<file path="src/rtl/l1_dcache_pkg.sv">
// Shared types and geometry for the direct-mapped L1 data cache.
// Also holds the byte-masked word merge used by the data array.
package l1_cache_types;

  localparam int S_INDEX  = 3;
  localparam int S_OFFSET = 5;
  localparam int S_TAG    = 32 - S_INDEX - S_OFFSET;
  localparam int NUM_SETS = 2 ** S_INDEX;

  typedef enum logic [1:0] {
    IDLE      = 2'd0,
    WRITEBACK = 2'd1,
    FILL      = 2'd2
  } state_t;

  typedef logic [255:0] cache_line_t;

  // Replace the enabled bytes of one 32-bit word inside a line.
  function automatic cache_line_t merge_word(input cache_line_t line,
                                             input logic [2:0]  word,
                                             input logic [31:0] wdata,
                                             input logic [3:0]  wmask);
    cache_line_t r;
    r = line;
    for (int b = 0; b < 4; b++) begin
      if (wmask[b]) r[int'(word) * 32 + b * 8 +: 8] = wdata[b * 8 +: 8];
    end
    return r;
  endfunction

endpackage

</file>
<file path="src/rtl/l1_dcache_array.sv">
// Flop-based tag/valid/dirty/data storage, read combinationally by index.
// A full-line fill takes priority over a masked word write to the same set.
module l1_dcache_array
  import l1_cache_types::*;
(
  input  logic               clk,
  input  logic               rst_n,
  input  logic [S_INDEX-1:0] idx,
  input  logic               fill_en,
  input  cache_line_t        fill_line,
  input  logic [S_TAG-1:0]   fill_tag,
  input  logic               wr_en,
  input  logic [2:0]         wr_word,
  input  logic [31:0]        wr_data,
  input  logic [3:0]         wr_mask,
  output cache_line_t        rd_line,
  output logic [S_TAG-1:0]   rd_tag,
  output logic               rd_valid,
  output logic               rd_dirty
);

  logic [NUM_SETS-1:0] valid_q;
  logic [NUM_SETS-1:0] dirty_q;
  logic [S_TAG-1:0]    tag_q  [NUM_SETS];
  cache_line_t         data_q [NUM_SETS];

  always_ff @(posedge clk or negedge rst_n) begin
    if (!rst_n) begin
      valid_q <= '0;
      dirty_q <= '0;
    end else if (fill_en) begin
      valid_q[idx] <= 1'b1;
      dirty_q[idx] <= 1'b0;
    end else if (wr_en) begin
      dirty_q[idx] <= 1'b1;
    end
  end

  // Payload needs no reset: every set is invalid until a fill rewrites it.
  always_ff @(posedge clk) begin
    if (fill_en) begin
      data_q[idx] <= fill_line;
      tag_q[idx]  <= fill_tag;
    end else if (wr_en) begin
      data_q[idx] <= merge_word(data_q[idx], wr_word, wr_data, wr_mask);
    end
  end

  assign rd_line  = data_q[idx];
  assign rd_tag   = tag_q[idx];
  assign rd_valid = valid_q[idx];
  assign rd_dirty = dirty_q[idx];

endmodule

</file>
<file path="src/rtl/l1_dcache.sv">
// Direct-mapped write-back/write-allocate L1 data cache: hit logic, miss FSM
// and single-outstanding pmem port. Handshake: mem_resp completes a held
// request; pmem strobes stay up with stable address/data until pmem_resp.
module l1_dcache
  import l1_cache_types::*;
(
  input  logic         clk,
  input  logic         rst_n,
  input  logic         mem_read,
  input  logic         mem_write,
  input  logic [31:0]  mem_addr,
  input  logic [31:0]  mem_wdata,
  input  logic [3:0]   mem_wmask,
  output logic [31:0]  mem_rdata,
  output logic         mem_resp,
  output logic         pmem_read,
  output logic         pmem_write,
  output logic [31:0]  pmem_address,
  output logic [255:0] pmem_wdata,
  input  logic [255:0] pmem_rdata,
  input  logic         pmem_resp,
  output state_t       dbg_state
);

  state_t             state_q, state_d;
  logic [26:0]        miss_line_q;
  logic [26:0]        cur_line;
  logic [S_INDEX-1:0] idx;
  logic [S_TAG-1:0]   tag;
  logic               req, hit;
  logic               fill_en, wr_en;
  cache_line_t        rd_line;
  logic [S_TAG-1:0]   rd_tag;
  logic               rd_valid, rd_dirty;
  logic               unused_addr_bits;

  assign unused_addr_bits = ^mem_addr[1:0];

  // While a miss is in flight the latched line address drives the array, so
  // the pmem transaction stays stable even if the pipeline drops the request.
  assign cur_line = (state_q == IDLE) ? mem_addr[31:5] : miss_line_q;
  assign idx      = cur_line[S_INDEX-1:0];
  assign tag      = cur_line[26:S_INDEX];
  assign req      = mem_read | mem_write;
  assign hit      = rd_valid && (rd_tag == tag);

  l1_dcache_array u_array (
    .clk       (clk),
    .rst_n     (rst_n),
    .idx       (idx),
    .fill_en   (fill_en),
    .fill_line (pmem_rdata),
    .fill_tag  (tag),
    .wr_en     (wr_en),
    .wr_word   (mem_addr[4:2]),
    .wr_data   (mem_wdata),
    .wr_mask   (mem_wmask),
    .rd_line   (rd_line),
    .rd_tag    (rd_tag),
    .rd_valid  (rd_valid),
    .rd_dirty  (rd_dirty)
  );

  always_ff @(posedge clk or negedge rst_n) begin
    if (!rst_n) begin
      state_q     <= IDLE;
      miss_line_q <= '0;
    end else begin
      state_q <= state_d;
      if (state_q == IDLE && req && !hit) miss_line_q <= mem_addr[31:5];
    end
  end

  always_comb begin
    state_d      = state_q;
    mem_resp     = 1'b0;
    pmem_read    = 1'b0;
    pmem_write   = 1'b0;
    pmem_address = '0;
    fill_en      = 1'b0;
    wr_en        = 1'b0;
    case (state_q)
      IDLE: begin
        if (req) begin
          if (hit) begin
            mem_resp = 1'b1;
            wr_en    = mem_write;
          end else if (rd_valid && rd_dirty) begin
            state_d = WRITEBACK;
          end else begin
            state_d = FILL;
          end
        end
      end
      WRITEBACK: begin
        pmem_write   = 1'b1;
        pmem_address = {rd_tag, idx, 5'b0};
        if (pmem_resp) state_d = FILL;
      end
      FILL: begin
        pmem_read    = 1'b1;
        pmem_address = {tag, idx, 5'b0};
        if (pmem_resp) begin
          fill_en = 1'b1;
          state_d = IDLE;
        end
      end
      default: state_d = IDLE;
    endcase
  end

  assign pmem_wdata = rd_line;
  assign mem_rdata  = rd_line[int'(mem_addr[4:2]) * 32 +: 32];
  assign dbg_state  = state_q;

  a_no_read_and_write: assert property (@(posedge clk) disable iff (!rst_n)
                                        !(mem_read && mem_write));

endmodule
</file>
<file path="config.mk">
export PLATFORM = sky130hd
export DESIGN_NAME = l1_dcache
export DESIGN_NICKNAME = d
export VERILOG_FILES = /design/src/rtl/l1_dcache_pkg.sv /design/src/rtl/l1_dcache_array.sv /design/src/rtl/l1_dcache.sv
export SDC_FILE = /design/constraint.sdc
export NUM_CORES = 2
export LEC_CHECK = 0
export CORE_MARGIN = 3
export CORE_UTILIZATION = 30
export CTS_CLUSTER_SIZE = 30
export DETAILED_ROUTE_END_ITERATION = 10
export SLEW_MARGIN = 5
export SYNTH_ARGS = -nofsm -noshare
export SYNTH_HDL_FRONTEND = slang
export SYNTH_SLANG_ARGS = --single-unit
</file>
<file path="constraint.sdc">
create_clock -name clk -period 29.5 [get_ports clk]
set_input_delay 4.425 -clock clk [delete_from_list [all_inputs] [get_ports clk]]
set_output_delay 4.425 -clock clk [all_outputs]
set_load 0.005 [all_outputs]
</file>
== Word level (Yosys, flattened, before mapping) ==
Memory sizes are Yosys's and may differ from the RTL's.
Index checks and enable logic that the tools add are counted.

* Mux-type cells: 48
* $add $sub $neg: 7
* Equal/unequal tests: 7
* $lt $le $gt $ge: 2
* Reduce and logical (&&, ||, !) cells: 9
* Shift operators: 9
* Bitwise operators: 6

{| class="wikitable"
|+ Operators by type and width
! operator !! number
|-
| $mux W256 || 13
|-
| $bwmux W256 || 4
|-
| $shift A8 B33 Y256 const A || 4
|-
| $shiftx A8 B33 Y256 || 4
|-
| $shiftx A256 B9 Y32 || 1
|-
| $neg A32 Y33 || 3
|-
| $pmux W32 S2 || 1
|-
| $neg A8 Y33 || 1
|-
| $mux W27 || 1
|-
| $eq A24 B24 Y1 || 1
|-
| $add A8 B5 Y9 const B || 2
|-
| $mux W1 || 18
|-
| $mux W8 || 2
|-
| $or A8 B8 Y8 || 2
|-
| $mux W2 || 5
|-
| $add A8 B4 Y9 const B || 1
|-
| $and A8 B8 Y8 || 1
|-
| $ne A2 B2 Y1 const B || 4
|-
| $not A8 Y8 || 1
|-
| $bmux W1 S3 || 2
|-
| $pmux W2 S3 || 1
|-
| $logic_and A1 B1 Y1 || 5
|-
| $lt A3 B4 Y1 const B || 1
|-
| $reduce_and A4 Y1 || 1
|-
| 8 further kinds || 9
|}

* Output and inout port bits: 325
* Bits of input ports: 329
* Bits in registers: 45
* Logic and storage cells: 94
* Bits in writable memories: 2240
* Memories: 2

{| class="wikitable"
|+ Memory list
! name !! depth !! width !! rd ports !! clocked after memory_dff !! wr ports !! RTL line !! RTL
|-
| u_array.data_q || 8 || 256 || 1 || 0 || 1 || l1_dcache_array.sv:25 || <nowiki>cache_line_t data_q [NUM_SETS];</nowiki>
|-
| u_array.tag_q || 8 || 24 || 1 || 0 || 1 || l1_dcache_array.sv:24 || <nowiki>logic [S_TAG-1:0] tag_q [NUM_SETS];</nowiki>
|}

== Logic depth before layout (Yosys ltp) ==
* Depth in word-level cells: 23
* Mapped depth: 19
* Mapped depth without buffers: 11

== Hierarchy ==
From an unflattened synthesis, not the netlist that was laid out.

* Cells, all modules: 5310
* Area, all modules: 95328.9 um^2

{| class="wikitable"
|+ Modules (own cells, without submodules)
! module !! cells an instance !! area each (um^2) !! seq. area each (um^2) !! times used
|-
| l1_dcache_array || 4972 || 91013.5 || 67664.9 || 1
|-
| l1_dcache || 338 || 4315.4 || 725.7 || 1
|}

== Worst setup path before layout ==
Ideal clock, no wire load.

* Kind: input to register
* From: input mem_addr[7]
* To: memory u_array.data_q[5][0] in the netlist's numbering, enable pin
* Setup time: 1.264 ns
* Slack: 2.657 ns
* Arrival: 25.579 ns
* Required time: 28.236 ns
* Buffers on the path: 5
* Stages on the path: 14
* Path through: buf_2 -> nor3b_1 -> or2_1 -> clkbuf_1 -> buf_2 -> a32o_1 -> or3_1 -> o211ai_1 -> or4_1 -> or4_1 -> buf_2 -> or2_1 -> clkbuf_1 -> a21boi_0

* Word-level cells in the longest chain between the ends: 11
* Elaborated cells between the ends (all ways): 13
* Those cells by class: eq/ne (1); mux (9); bitwise (1); reduce/logical (1); memory (1)

{| class="wikitable"
|+ Ends and longest elaborated chain
! what !! RTL line !! RTL
|-
| start, declared || l1_dcache.sv:11 || <nowiki>input logic [31:0] mem_addr,</nowiki>
|-
| $mux W27 (*) || l1_dcache.sv:41 || <nowiki>assign cur_line = (state_q == IDLE) ? mem_addr[31:5] : miss_line_q;</nowiki>
|-
| $mem_v2 Z8 W24 or $bmux W1 S3 (tied branches) || n/a ||
|-
| $eq A24 B24 Y1 or $mux W1 (tied branches) || l1_dcache.sv:45, l1_dcache_array.sv:51 ||
|-
| $logic_and A1 B1 Y1 || l1_dcache.sv:45 || <nowiki>assign hit = rd_valid && (rd_tag == tag);</nowiki>
|-
| $mux W1 || l1_dcache.sv:85 || <nowiki>if (hit) begin</nowiki>
|-
| $mux W1 || l1_dcache.sv:84 || <nowiki>if (req) begin</nowiki>
|-
| $mux W1 || l1_dcache.sv:82 || <nowiki>case (state_q)</nowiki>
|-
| $mux W1 || l1_dcache_array.sv:44 || <nowiki>end else if (wr_en) begin</nowiki>
|-
| $mux W1 || l1_dcache_array.sv:41 || <nowiki>if (fill_en) begin</nowiki>
|-
| $mux W1 (implied by the code) || l1_dcache_array.sv:45 || <nowiki>data_q[idx] <= merge_word(data_q[idx], wr_word, wr_data, wr_mask);</nowiki>
|-
| $or A1 B1 Y1 (no line) || n/a ||
|-
| end, declared || l1_dcache_array.sv:25 ||
|}

Every way passes the cells marked *; elsewhere a longest branch is shown, timed or not. The select of a mux whose other input is x is not followed.

== Final worst setup path ==
* From: input mem_addr[6]
* To: output mem_rdata[18]

* Word-level cells in the longest chain between the ends: 3

{| class="wikitable"
|+ Ends and longest elaborated chain
! what !! RTL line !! RTL
|-
| $mux W27 || l1_dcache.sv:41 ||
|-
| $mem_v2 Z8 W256 || n/a ||
|-
| $shiftx A256 B9 Y32 || l1_dcache.sv:113 || <nowiki>assign mem_rdata = rd_line[int'(mem_addr[4:2]) * 32 +: 32];</nowiki>
|-
| end, declared || l1_dcache.sv:14 || <nowiki>output logic [31:0] mem_rdata,</nowiki>
|}

Every way passes these cells.

==> flow_summary.toml <==
[status]
status = "completed"

[synthesis]
syn_inst = 5766
synth-seq-cells = 2285
synth-async-reset-ratio = 0.0197
synth-main-ff-cell = "edfxtp_1"
synth.distinct_cells = 72
synth_edf_count = 2240
yosysSeqAreaShare = 0.740
syn_avg_cell_area_sq_um = 16.0
syn-cell-area_sq_um = 92400
yosysWarnings = 0

[critical_path]
path_buf_inv = 6
end_kind = "output port"
crit_path_top_delay_cell = "mux2i_1"
critPathArrivalTime_ps = 11600
crit_top_cell = "buf_4"
slowest_delay_ps = 940
start_kind = "primary input"
worstPathRequired_ps = 25080
crit_type = "primary input to output port"
path_max_fanout = 38
worstPathCellList = "clkdlybuf4s50_1, nand3b_1, and2_1, buf_4, nor2_4, buf_4, buf_4, buf_4, a22oi_1, and3_1, mux4_2, mux2i_1, clkdlybuf4s50_1"
cpLargestDelayFamily = "buffers and inverters"

[power]
power.density_nw_per_um2 = 114
finalPower_w = 0.0127
combPwrFrac = 0.457
power_switching_w = 0.00523
p_seq_frac = 0.316
switching_share = 0.411
intPower_w = 0.00749
clkPwrFrac = 0.228
leakage_nw = 36.4
ir_drop_v = 0.000110

[grt]
grt_pass1_vias = 57700
overflow = 0
grt_max_degree = 128
grt_usage = 0.234
grt_pass1_wl_um = 510000
antenna_found_initial = 90

[finish]
fin_util = 0.365
final_common_cell = "edfxtp_1"
drive_gt1_frac = 0.101
final_nets = 6713
final_cell_mix = "edfxtp_1 (2240), clkdlybuf4s50_1 (643), a21oi_1 (443), a222oi_1 (347), inv_1 (275)"
syn_to_final_growth_pct = 20.8

[detailed_routing]
route.vias.total = 62700
antenna_left = 0
drtIter0Drc = 11300
wl_um = 387000
drc_errors = 0
wl_per_cell_um = 35.9
drt_pass1_iterations = 8
vias_per_cell = 5.83

[die]
coreArea_sq_um = 306000
rows = 203
die_width_um = 561
dieArea_sq_um = 315000
dieHeight_um = 561
start_util = 0.302
io_pins = 654

[placed_design]
hpwlAfterDp_um = 246000
gp_congestion = 0.867
portBuffers = 646

[clocking]
clock_tree.buffer_depth = 4
cts_tree = "built"
h-tree-depth = 4
clkLatencyLatePin_ps = 940
postCtsHoldBufs = 0
cts_setup_buffers = 0
root_buffer = "clkbuf_16"
clkTransAtPathRegs_ps = 60
numCtsBuffers = 236
cts_resized = 0
cts.sinks = 2285

[sta]
maxSlewViolCount = 0
relSlewSlack = 0.0355
finalHoldViolCount = 0
max_slew.worst_pin.slew_ps = 1450
fin_worst_skew_ps = 158
final.min_clock_period_ps = 16020
post-route-period-util = 0.543
clock.fmax_mhz = 62.4
setup_tns_ps = 0
rsz0062_at_grt = "false"
setup_viol = 0

[hold_path]
hp-class = "register to register"

[run]
maxCapViolCount = 0
[routing by layer]
layer  vias to the layer above  part of all wire  global-route usage
li1                      24800                 -                   -
met1                     32000              0.36               0.297
met2                      5068              0.42               0.335
met3                       838              0.13              0.0686
met4                        18             0.087               0.181
met5                         -           0.00027                   0
[through the flow]
stage	worst slack [ps]	instances	instance area, sq um	hold slack, ps
after floorplan	2660	5770	92400	425
after global placement	13720	10200	104000	449
after detailed placement	13630	10200	104000	451
after CTS	13600	10700	111000	463
after global routing	13410	10700	112000	480
final	13480	10800	112000	465
[layout make-up]
| cell class | instances | area (sq um) |
|---|---|---|
| fillers | 28600 | 194000 |
| flip-flops and latches | 2285 | 68400 |
| multi-input cells | 2759 | 21400 |
| repair buffers | 815 | 7990 |
| clock buffers | 286 | 6130 |
| well taps | 4100 | 5130 |
| clock inverters | 142 | 1270 |
| inverters | 278 | 1050 |
| diodes | 94 | 235 |
[logic make-up after synthesis]
family,count (synthesis),synth area share
AO/OA/AOI/OAI,1535,0.123
flip-flops,2285,0.740
XOR/XNOR,2,0.000190
AND/OR/NAND/NOR,732,0.0385
buffers and inverters,726,0.0323
other,1,0.0000406
multiplexers,476,0.0642
adder cells (fa/ha/maj),9,0.00122
[final timing paths]
path	start	endpoint	slack, ps	cells after the start
min in group asynchronous	rst_n	miss_line_q[15]$_DFFE_PN0P_	3730	2
max in group asynchronous	rst_n	u_array.valid_q[0]$_DFFE_PN0P_	25270	2
min reg2reg	u_array.valid_q[2]$_DFFE_PN0P_	u_array.valid_q[2]$_DFFE_PN0P_	460	1
max reg2reg	dbg_state[0]$_DFFE_PN0P_	u_array.data_q[6][51]$_DFFE_PP_	20790	16
max	mem_addr[6]	mem_rdata[18]	13480	13
min	u_array.valid_q[2]$_DFFE_PN0P_	u_array.valid_q[2]$_DFFE_PN0P_	460	1
[flip-flops by register name, summed over array words and instances, names as in the netlist, named ones only]
name / count
dbg_state: 2
miss_line_q: 27
u_array.data_q: 2048
u_array.tag_q: 192
u_array.valid_q: 8
[worst register-to-register path: stages (launching register included)]
cell and delay (ps):
dfrtp_1 410, inv_1 140, ha_2 340, buf_4 560, mux2i_4 540, buf_4 690, nand2_1 180, a32oi_1 390
a21boi_0 200, nor4b_1 390, nand4_1 220, or4_1 790, or2_1 690, a21boi_4 340, buf_12 620, buf_4 970
buf_4 920
[synth_stat cells, drive strengths merged, types with 3 or more instances]
cell	number	area share
clkbuf	294	0.012
o211ai	7	0.00057
nor2	124	0.0050
nor4	10	0.00068
nor4b	6	0.00057
mux4	62	0.015
a31oi	4	0.00027
a211oi	26	0.0021
a21boi	12	0.00098
nand2b	4	0.00027
a22oi	250	0.020
a21oi	449	0.024
and3b	7	0.00066
buf	154	0.0091
nor2b	26	0.0018
nand3b	4	0.00033
a21o	8	0.00065
inv	278	0.011
or3	7	0.00047
and2	20	0.0014
nand2	269	0.011
dfrtp	45	0.012
o22ai	16	0.0011
mux2	302	0.037
or4	3	0.00024
a32oi	46	0.0045
a221oi	101	0.0096
a22o	91	0.0086
a221o	18	0.0020
o211a	12	0.0013
ha	9	0.0012
nand3	57	0.0031
nand4	12	0.00081
edfxtp	2240	0.73
mux2i	112	0.012
a222oi	347	0.038
or2	9	0.00061
o21ai	120	0.0065
a32o	10	0.0011
o31ai	10	0.00081
nor3	38	0.0022
and3	126	0.0085
[power by group through the flow]
stage,combinational (W),sequential (W),clock [W]
5_1_grt,0.00594,0.00403,0.00304
6_report,0.00581,0.00402,0.00290
2_1_floorplan,0.00226,0.00421,0
4_1_cts,0.00572,0.00401,0.00291
3_5_place_dp,0.00569,0.00408,0
3_3_place_gp,0.00567,0.00406,0
Power figures use the tool's default switching activity.
